===== config.mk =====
export PLATFORM = sky130hd
export DESIGN_NAME = pe_stream_ctrl
export DESIGN_NICKNAME = d
export VERILOG_FILES = /design/src/rtl/pe_pkg.sv /design/src/rtl/buf_burst_reader.sv /design/src/rtl/pe_stream_ctrl.sv
export SDC_FILE = /design/constraint.sdc
export NUM_CORES = 1
export LEC_CHECK = 0
export ABC_AREA = 0
export ABC_CLOCK_PERIOD_IN_PS = 3410
export BUFFER_PORTS_ARGS = -buffer_cell sky130_fd_sc_hd__clkbuf_2
export CAP_MARGIN = 20
export CORE_MARGIN = 4
export CORE_UTILIZATION = 50
export CTS_BUF_LIST = sky130_fd_sc_hd__clkbuf_8
export DETAILED_ROUTE_END_ITERATION = 6
export GPL_TIMING_DRIVEN = 1
export PLACE_DENSITY = 0.76
export SLEW_MARGIN = 10
export SYNTH_ARGS = -nofsm -noshare
export SYNTH_HDL_FRONTEND = slang
export SYNTH_HIERARCHICAL = 1
export SYNTH_SLANG_ARGS = --single-unit

===== constraint.sdc =====
create_clock -name clk -period 3.41 [get_ports clk]
set_clock_uncertainty 0.05 [all_clocks]
set_input_delay 0.341 -clock clk [delete_from_list [all_inputs] [get_ports clk]]
set_output_delay 0.341 -clock clk [all_outputs]
set_load 0.05 [all_outputs]

===== src/rtl/pe_pkg.sv =====
// Shared constants for the PE stream controller: FSM encodings, counter widths and
// the PE load-protocol word counts derived from the filter/activation geometry.
package pe_pkg;

    localparam int STATE_W = 4;
    localparam int TMO_W   = 8;
    localparam int LEN_W   = 8;

    localparam logic [STATE_W-1:0] S_IDLE     = 4'd0;
    localparam logic [STATE_W-1:0] S_W_PRIME  = 4'd1;
    localparam logic [STATE_W-1:0] S_W_STREAM = 4'd2;
    localparam logic [STATE_W-1:0] S_W_WAIT   = 4'd3;
    localparam logic [STATE_W-1:0] S_A_PRIME  = 4'd4;
    localparam logic [STATE_W-1:0] S_A_STREAM = 4'd5;
    localparam logic [STATE_W-1:0] S_A_WAIT   = 4'd6;
    localparam logic [STATE_W-1:0] S_START    = 4'd7;
    localparam logic [STATE_W-1:0] S_C_WAIT   = 4'd8;
    localparam logic [STATE_W-1:0] S_GAP      = 4'd9;
    localparam logic [STATE_W-1:0] S_WRAP     = 4'd10;
    localparam logic [STATE_W-1:0] S_ERR      = 4'd11;

    function automatic int wght_words(input int k);
        return k * k;
    endfunction

    function automatic int act_words(input int a);
        return a * a;
    endfunction

    function automatic int out_rows(input int k, input int a);
        return a - k + 1;
    endfunction

endpackage


===== src/rtl/buf_burst_reader.sv =====
// Issues a gap-free burst of buffer reads: the start cycle reads base, then each active
// cycle presents word idx (arriving on the buffer's 1-cycle read data) and prefetches idx+1.
module buf_burst_reader
    import pe_pkg::*;
#(
    parameter int ADDR_W  = 10,
    parameter int CNT_W   = LEN_W
) (
    input  logic              clk,
    input  logic              reset,
    input  logic              start,
    input  logic [ADDR_W-1:0] base,
    input  logic [CNT_W-1:0]  len,
    output logic              rd_en,
    output logic [ADDR_W-1:0] rd_addr,
    output logic              active,
    output logic [CNT_W-1:0]  idx,
    output logic              last
);

    logic [ADDR_W-1:0] base_q;
    logic [CNT_W-1:0]  len_q;

    always_ff @(posedge clk) begin
        if (reset) begin
            active <= 1'b0;
            idx    <= '0;
            base_q <= '0;
            len_q  <= '0;
        end else if (start) begin
            active <= 1'b1;
            idx    <= '0;
            base_q <= base;
            len_q  <= len;
        end else if (active) begin
            if (last) begin
                active <= 1'b0;
                idx    <= '0;
            end else begin
                idx <= idx + 1'b1;
            end
        end
    end

    assign last  = active && (idx == len_q - 1'b1);
    assign rd_en = start || (active && !last);

    // Address arithmetic wraps naturally at the buffer size.
    always_comb begin
        rd_addr = '0;
        if (start)
            rd_addr = base;
        else if (rd_en)
            rd_addr = base_q + ADDR_W'(idx) + ADDR_W'(1);
    end

endmodule


===== src/rtl/pe_stream_ctrl.sv =====
// Host-side sequencer for one PE lane: loads weights then activations from the global
// buffer, runs one start per output row, forwards each row psum and closes with a wrap start.
//   state    | meaning
//   IDLE     | waiting for go
//   W_PRIME  | read weight word 0
//   W_STREAM | stream K*K weights to the PE
//   W_WAIT   | wait for load_done after weights
//   A_PRIME  | read activation word 0
//   A_STREAM | stream A*A activations to the PE
//   A_WAIT   | wait for load_done after activations
//   START    | one-cycle row start
//   C_WAIT   | wait for compute_done, capture pe_out
//   GAP      | start low so the PE drops compute_done
//   WRAP     | extra start that rewinds the PE row iterator
//   ERR      | timeout seen, back to IDLE
module pe_stream_ctrl
    import pe_pkg::*;
#(
    parameter int DATA_BITWIDTH     = 16,
    parameter int BUF_ADDR_BITWIDTH = 10,
    parameter int KERNEL_SIZE       = 3,
    parameter int ACT_SIZE          = 5,
    parameter int TIMEOUT           = 255
) (
    input  logic                         clk,
    input  logic                         reset,
    input  logic                         go,
    input  logic [BUF_ADDR_BITWIDTH-1:0] wght_base,
    input  logic [BUF_ADDR_BITWIDTH-1:0] act_base,
    output logic                         buf_rd_en,
    output logic [BUF_ADDR_BITWIDTH-1:0] buf_rd_addr,
    input  logic [DATA_BITWIDTH-1:0]     buf_rd_data,
    output logic                         load_en_wght,
    output logic                         load_en_act,
    output logic [DATA_BITWIDTH-1:0]     filt_in,
    output logic [DATA_BITWIDTH-1:0]     act_in,
    output logic                         start,
    input  logic                         load_done,
    input  logic                         compute_done,
    input  logic [DATA_BITWIDTH-1:0]     pe_out,
    output logic                         psum_valid,
    output logic [DATA_BITWIDTH-1:0]     psum_data,
    output logic [2:0]                   psum_row,
    output logic                         busy,
    output logic                         done,
    output logic                         err
);

    localparam int         N_W      = wght_words(KERNEL_SIZE);
    localparam int         N_A      = act_words(ACT_SIZE);
    localparam int         N_R      = out_rows(KERNEL_SIZE, ACT_SIZE);
    localparam logic [2:0] LAST_ROW = 3'(N_R - 1);

    logic [STATE_W-1:0]           state;
    logic [BUF_ADDR_BITWIDTH-1:0] wght_base_q;
    logic [BUF_ADDR_BITWIDTH-1:0] act_base_q;
    logic [TMO_W-1:0]             tmo_cnt;
    logic [TMO_W-1:0]             tmo_inc;
    logic                         tmo_hit;
    logic [2:0]                   row;

    logic                         rd_start;
    logic [BUF_ADDR_BITWIDTH-1:0] rd_base;
    logic [LEN_W-1:0]             rd_len;
    logic                         rd_active;
    logic [LEN_W-1:0]             rd_idx;
    logic                         rd_last;

    assign rd_start = (state == S_W_PRIME) || (state == S_A_PRIME);
    assign rd_base  = (state == S_W_PRIME) ? wght_base_q : act_base_q;
    assign rd_len   = (state == S_W_PRIME) ? LEN_W'(N_W) : LEN_W'(N_A);

    buf_burst_reader #(
        .ADDR_W (BUF_ADDR_BITWIDTH),
        .CNT_W  (LEN_W)
    ) u_reader (
        .clk     (clk),
        .reset   (reset),
        .start   (rd_start),
        .base    (rd_base),
        .len     (rd_len),
        .rd_en   (buf_rd_en),
        .rd_addr (buf_rd_addr),
        .active  (rd_active),
        .idx     (rd_idx),
        .last    (rd_last)
    );

    // The stream states coincide with the reader's active window, one word per cycle.
    assign filt_in      = (state == S_W_STREAM) ? buf_rd_data : '0;
    assign act_in       = (state == S_A_STREAM) ? buf_rd_data : '0;
    assign load_en_wght = (state == S_W_STREAM) && rd_active && (rd_idx == '0);
    assign load_en_act  = (state == S_A_STREAM) && rd_active && (rd_idx == '0);
    assign start        = (state == S_START) || (state == S_WRAP);
    assign busy         = (state != S_IDLE) && (state != S_ERR);

    assign tmo_hit = (tmo_cnt == TMO_W'(TIMEOUT));
    assign tmo_inc = (tmo_cnt == '1) ? tmo_cnt : tmo_cnt + 1'b1;

    always_ff @(posedge clk) begin
        if (reset) begin
            state       <= S_IDLE;
            wght_base_q <= '0;
            act_base_q  <= '0;
            tmo_cnt     <= '0;
            row         <= '0;
            psum_valid  <= 1'b0;
            psum_data   <= '0;
            psum_row    <= '0;
            done        <= 1'b0;
            err         <= 1'b0;
        end else begin
            psum_valid <= 1'b0;
            done       <= 1'b0;
            case (state)
                S_IDLE: if (go) begin
                    wght_base_q <= wght_base;
                    act_base_q  <= act_base;
                    err         <= 1'b0;
                    row         <= '0;
                    state       <= S_W_PRIME;
                end
                S_W_PRIME:  state <= S_W_STREAM;
                S_W_STREAM: if (rd_last) begin
                    tmo_cnt <= '0;
                    state   <= S_W_WAIT;
                end
                S_W_WAIT: begin
                    if (load_done)    state <= S_A_PRIME;
                    else if (tmo_hit) begin state <= S_ERR; err <= 1'b1; end
                    else              tmo_cnt <= tmo_inc;
                end
                S_A_PRIME:  state <= S_A_STREAM;
                S_A_STREAM: if (rd_last) begin
                    tmo_cnt <= '0;
                    state   <= S_A_WAIT;
                end
                S_A_WAIT: begin
                    if (load_done)    state <= S_START;
                    else if (tmo_hit) begin state <= S_ERR; err <= 1'b1; end
                    else              tmo_cnt <= tmo_inc;
                end
                S_START: begin
                    tmo_cnt <= '0;
                    state   <= S_C_WAIT;
                end
                S_C_WAIT: begin
                    if (compute_done) begin
                        psum_valid <= 1'b1;
                        psum_data  <= pe_out;
                        psum_row   <= row;
                        state      <= S_GAP;
                    end else if (tmo_hit) begin
                        state <= S_ERR;
                        err   <= 1'b1;
                    end else begin
                        tmo_cnt <= tmo_inc;
                    end
                end
                S_GAP: begin
                    if (row == LAST_ROW) begin
                        state <= S_WRAP;
                    end else begin
                        row   <= row + 1'b1;
                        state <= S_START;
                    end
                end
                S_WRAP: begin
                    done  <= 1'b1;
                    state <= S_IDLE;
                end
                S_ERR:   state <= S_IDLE;
                default: state <= S_IDLE;
            endcase
        end
    end

endmodule


==> run_results.csv <==
group,metric,value,unit
synth,yosysSeqAreaShare,0.358,
clock_network,clockBufferDepth,2,
detailed_routing,dr_total_vias,4584,
synth,synth-seq-cells,84,
power_and_ir_drop,power.density,635,mW/mm²
sta,fin_setup_tns,0,ps
synth,synthXorXnorAreaFrac,0.0391,
grt,grt_start_max_net_pins,55,
grt,grt_pass1_wl,20200,µm
worst_setup_path,required,3020,ps
detailed_routing,antenna_left,0,
sta,drv_slew,0,
sta,worst_slack,238,ps
worst_setup_path,critical_path.endpoint_type,"output port",
grt,antenna_found_initial,0,
sta,max_slew_margin,0.478,
sta,report.final.hold_viol_count,0,
finish,stdcell_count,836,
detailed_routing,drc_errors,0,
grt,grt-ovfl-total,0,
power_and_ir_drop,ir_worst_vdd,0.330,mV
sta,timing.final.crit_share,0.930,
clock_network,htreeDepth,3,
power_and_ir_drop,power.static_leakage,2.38,nW
synth,synthFlopType,"dfxtp_1",
worst_setup_path,r2r_setup_slack,460,ps
worst_setup_path,arrival,2780,ps
clock_network,cts_tree,"built",
placed_design,dp_slack,502,ps
finish,synthToLayoutAreaGrowth,19.4,%
sta,worstMarginPinSlew,780,ps
synth,synthMuxAreaShare,0.0453,
synth,async_flop_share,0,
detailed_routing,drt-pass1-iter-count,5,
placed_design,place.gp.congestion,0.913,
clock_network,cts_buffers,9,
synth,avgSynthCellArea,7.78,µm²
placed_design,place_inst,820,
sta,period_needed,3170,ps
floorplanning,die_area,0.0110,mm²
clock_network,cts_resized,0,
synth,synth.distinct_cells,66,
worst_setup_path,startpoint_type,"register",
synth,synth-compound-area-share,0.175,
floorplanning,die_x,105,µm
clock_network,cts_root_buffer,"clkbuf_8",
detailed_routing,via_per_inst,5.48,
finish,final_nets,791,
synth,synth.cell_area,0.00470,mm²
flow_run,maxCapViolations,0,
hold_path,hold_path_class,"input pin to register",
synth,synth-edff-count,0,
synth,synth-simple-area-share,0.296,
floorplanning,start_util,0.511,
detailed_routing,routedWlPerCell,14.3,µm
placed_design,port_buffers,125,
finish,drive_gt1_frac,0.241,
floorplanning,core_area,0.00920,mm²
detailed_routing,wl,11900,µm
grt,track_usage,0.218,
run_status,status,"completed",
clock_network,clk_pin_slew,90,ps
grt,grt_pass1_vias,4418,
clock_network,cts_num_sinks,84,
worst_setup_path,critPathMaxFanout,7,
floorplanning,fp.dieH,105,µm
detailed_routing,drt_iter0_drc,255,
synth,synth_top_family_by_area,"simple AND/OR/NAND/NOR gates",
clock_network,holdBufCountCts,0,
placed_design,hpwl,8760,µm
floorplanning,fp-row-count,35,
clock_network,cts_setup_buffers,0,
clock_network,clkLatencyLatePin,350,ps
worst_setup_path,critPathKind,"register to output port",
floorplanning,io_pins,126,
finish,antenna_cells,0,
synth,synthAdderAreaFrac,0.0389,
synth,yosys_warnings,6,
sta,fmax,315,MHz
synth,syn_inst,604,
sta,rsz0062_at_grt,"no",
sta,setup_viol,0,
[layout by cell type, fill, tap and decap left out, drive strengths merged, types with 7 or more instances in the layout]
master and instances:
nand2b 10, mux2i 10, xor2 12, nand3 10, clkbuf 135, xnor2 9, a21oi 70, mux2 10
conb 7, buf 10, nor2b 11, nand4 7, inv 19, nor3 13, dfxtp 84, nor2 44
and2 33, nand2 117, o21ai 26, ha 13
[synth_stat cells, types with 2 or more instances]
| master | n | area, µm² |
|---|---|---|
| nor3_1 | 12 | 60.1 |
| clkbuf_1 | 22 | 82.6 |
| mux2i_1 | 10 | 100 |
| nor2_1 | 43 | 161 |
| ha_1 | 13 | 163 |
| xor2_1 | 12 | 105 |
| o21ai_0 | 25 | 125 |
| or4_1 | 5 | 37.5 |
| buf_6 | 2 | 22.5 |
| o31ai_1 | 5 | 37.5 |
| dfxtp_1 | 84 | 1680 |
| or3_1 | 3 | 18.8 |
| o22ai_1 | 2 | 12.5 |
| nand3_4 | 2 | 35.0 |
| and3b_1 | 2 | 17.5 |
| buf_2 | 9 | 45.0 |
| and2_1 | 32 | 200 |
| mux2_2 | 10 | 113 |
| nor2b_1 | 11 | 68.8 |
| nor3b_1 | 3 | 22.5 |
| nand2_1 | 117 | 439 |
| inv_1 | 16 | 60.1 |
| nand4_1 | 7 | 43.8 |
| o31a_1 | 2 | 17.5 |
| nand2b_1 | 10 | 62.6 |
| o2111a_1 | 2 | 22.5 |
| o21a_1 | 5 | 37.5 |
| nor4_1 | 6 | 37.5 |
| and3_1 | 2 | 12.5 |
| xnor2_1 | 9 | 78.8 |
| buf_1 | 2 | 7.51 |
| a21boi_0 | 2 | 15.0 |
| conb_1 | 2 | 7.51 |
| nand3b_1 | 2 | 15.0 |
| nand3_1 | 8 | 40.0 |
| a31oi_1 | 4 | 25.0 |
| a21oi_1 | 70 | 350 |
| and4_1 | 3 | 26.3 |
[report_power, final]
part	switching (W)	internal [W]
logic	0.00105	0.000531
registers	0.000145	0.00109
clock network	0.000375	0.000367
[cell type report]
type	instances	area [µm²]
clock buffers	10	138
clock inverters	6	70.1
fillers	835	3580
inverters	16	60.1
multi-input cells	474	2820
flip-flops and latches	84	1680
well taps	111	139
repair buffers	135	701
[stage by stage]
step | total power (W) | cell area [µm²] | utilization | hold slack (ps)
final | 0.00356 | 5610 | 0.610 | 151
after global routing | 0.00378 | 5610 | 0.610 | 137
after CTS | 0.00358 | 5610 | 0.610 | 128
after detailed placement | 0.00282 | 5410 | 0.588 | 393
after global placement | 0.00278 | 5410 | 0.588 | 389
after floorplan | 0.00247 | 4720 | - | 383
[state kept, by name, summed over array words and instances (netlist names)]
name / count
psum_row: 3
u_reader/len_q: 8
state: 4
psum_data: 16
tmo_cnt: 8
u_reader/idx: 8
u_reader/base_q: 10
psum_valid: 1
row: 3
err: 1
u_reader/active: 1
act_base_q: 10
wght_base_q: 10
done: 1
[path summary, 6_finish.rpt]
path / startpoint / to / depth (start not counted)
setup reg to reg: u_reader/len_q[0]$_SDFFE_PP0P_ / tmo_cnt[6]$_SDFFE_PP0P_ / 11
hold reg to reg: wght_base_q[1]$_SDFFE_PP0P_ / wght_base_q[1]$_SDFFE_PP0P_ / 2
setup / recovery: u_reader/idx[0]$_SDFFE_PP0P_ / buf_rd_addr[8] / 10
hold / removal: pe_out[4] / psum_data[4]$_SDFFE_PP0P_ / 3
[critical path: stages (launching register included)]
cell	delay [ps]
dfxtp_1	440
inv_1	100
ha_1	240
fa_1	470
nor2b_1	110
o21ai_0	120
a21oi_1	220
o22ai_1	130
xor2_1	150
o21ai_0	150
clkbuf_2	300
[routing by layer]
layer  global-route usage  share of wire  vias to the layer above
met3               0.0642          0.073                       21
met2                0.363           0.48                      152
li1                     -              -                     2306
met1                0.277           0.43                     2105
met5                    0              0                        -
met4               0.0544          0.013                        0
[logic make-up (layout without fill, tap and decap cells)]
group	Yosys count	count (layout)
multiplexers	20	20
buffers and inverters	51	167
XOR/XNOR	21	21
other	2	7
adder cells (fa/ha/maj)	14	14
flip-flops	84	84
AND/OR/NAND/NOR	278	278
AO/OA/AOI/OAI	134	134
No activity file was read; power rests on OpenSTA's default activity.
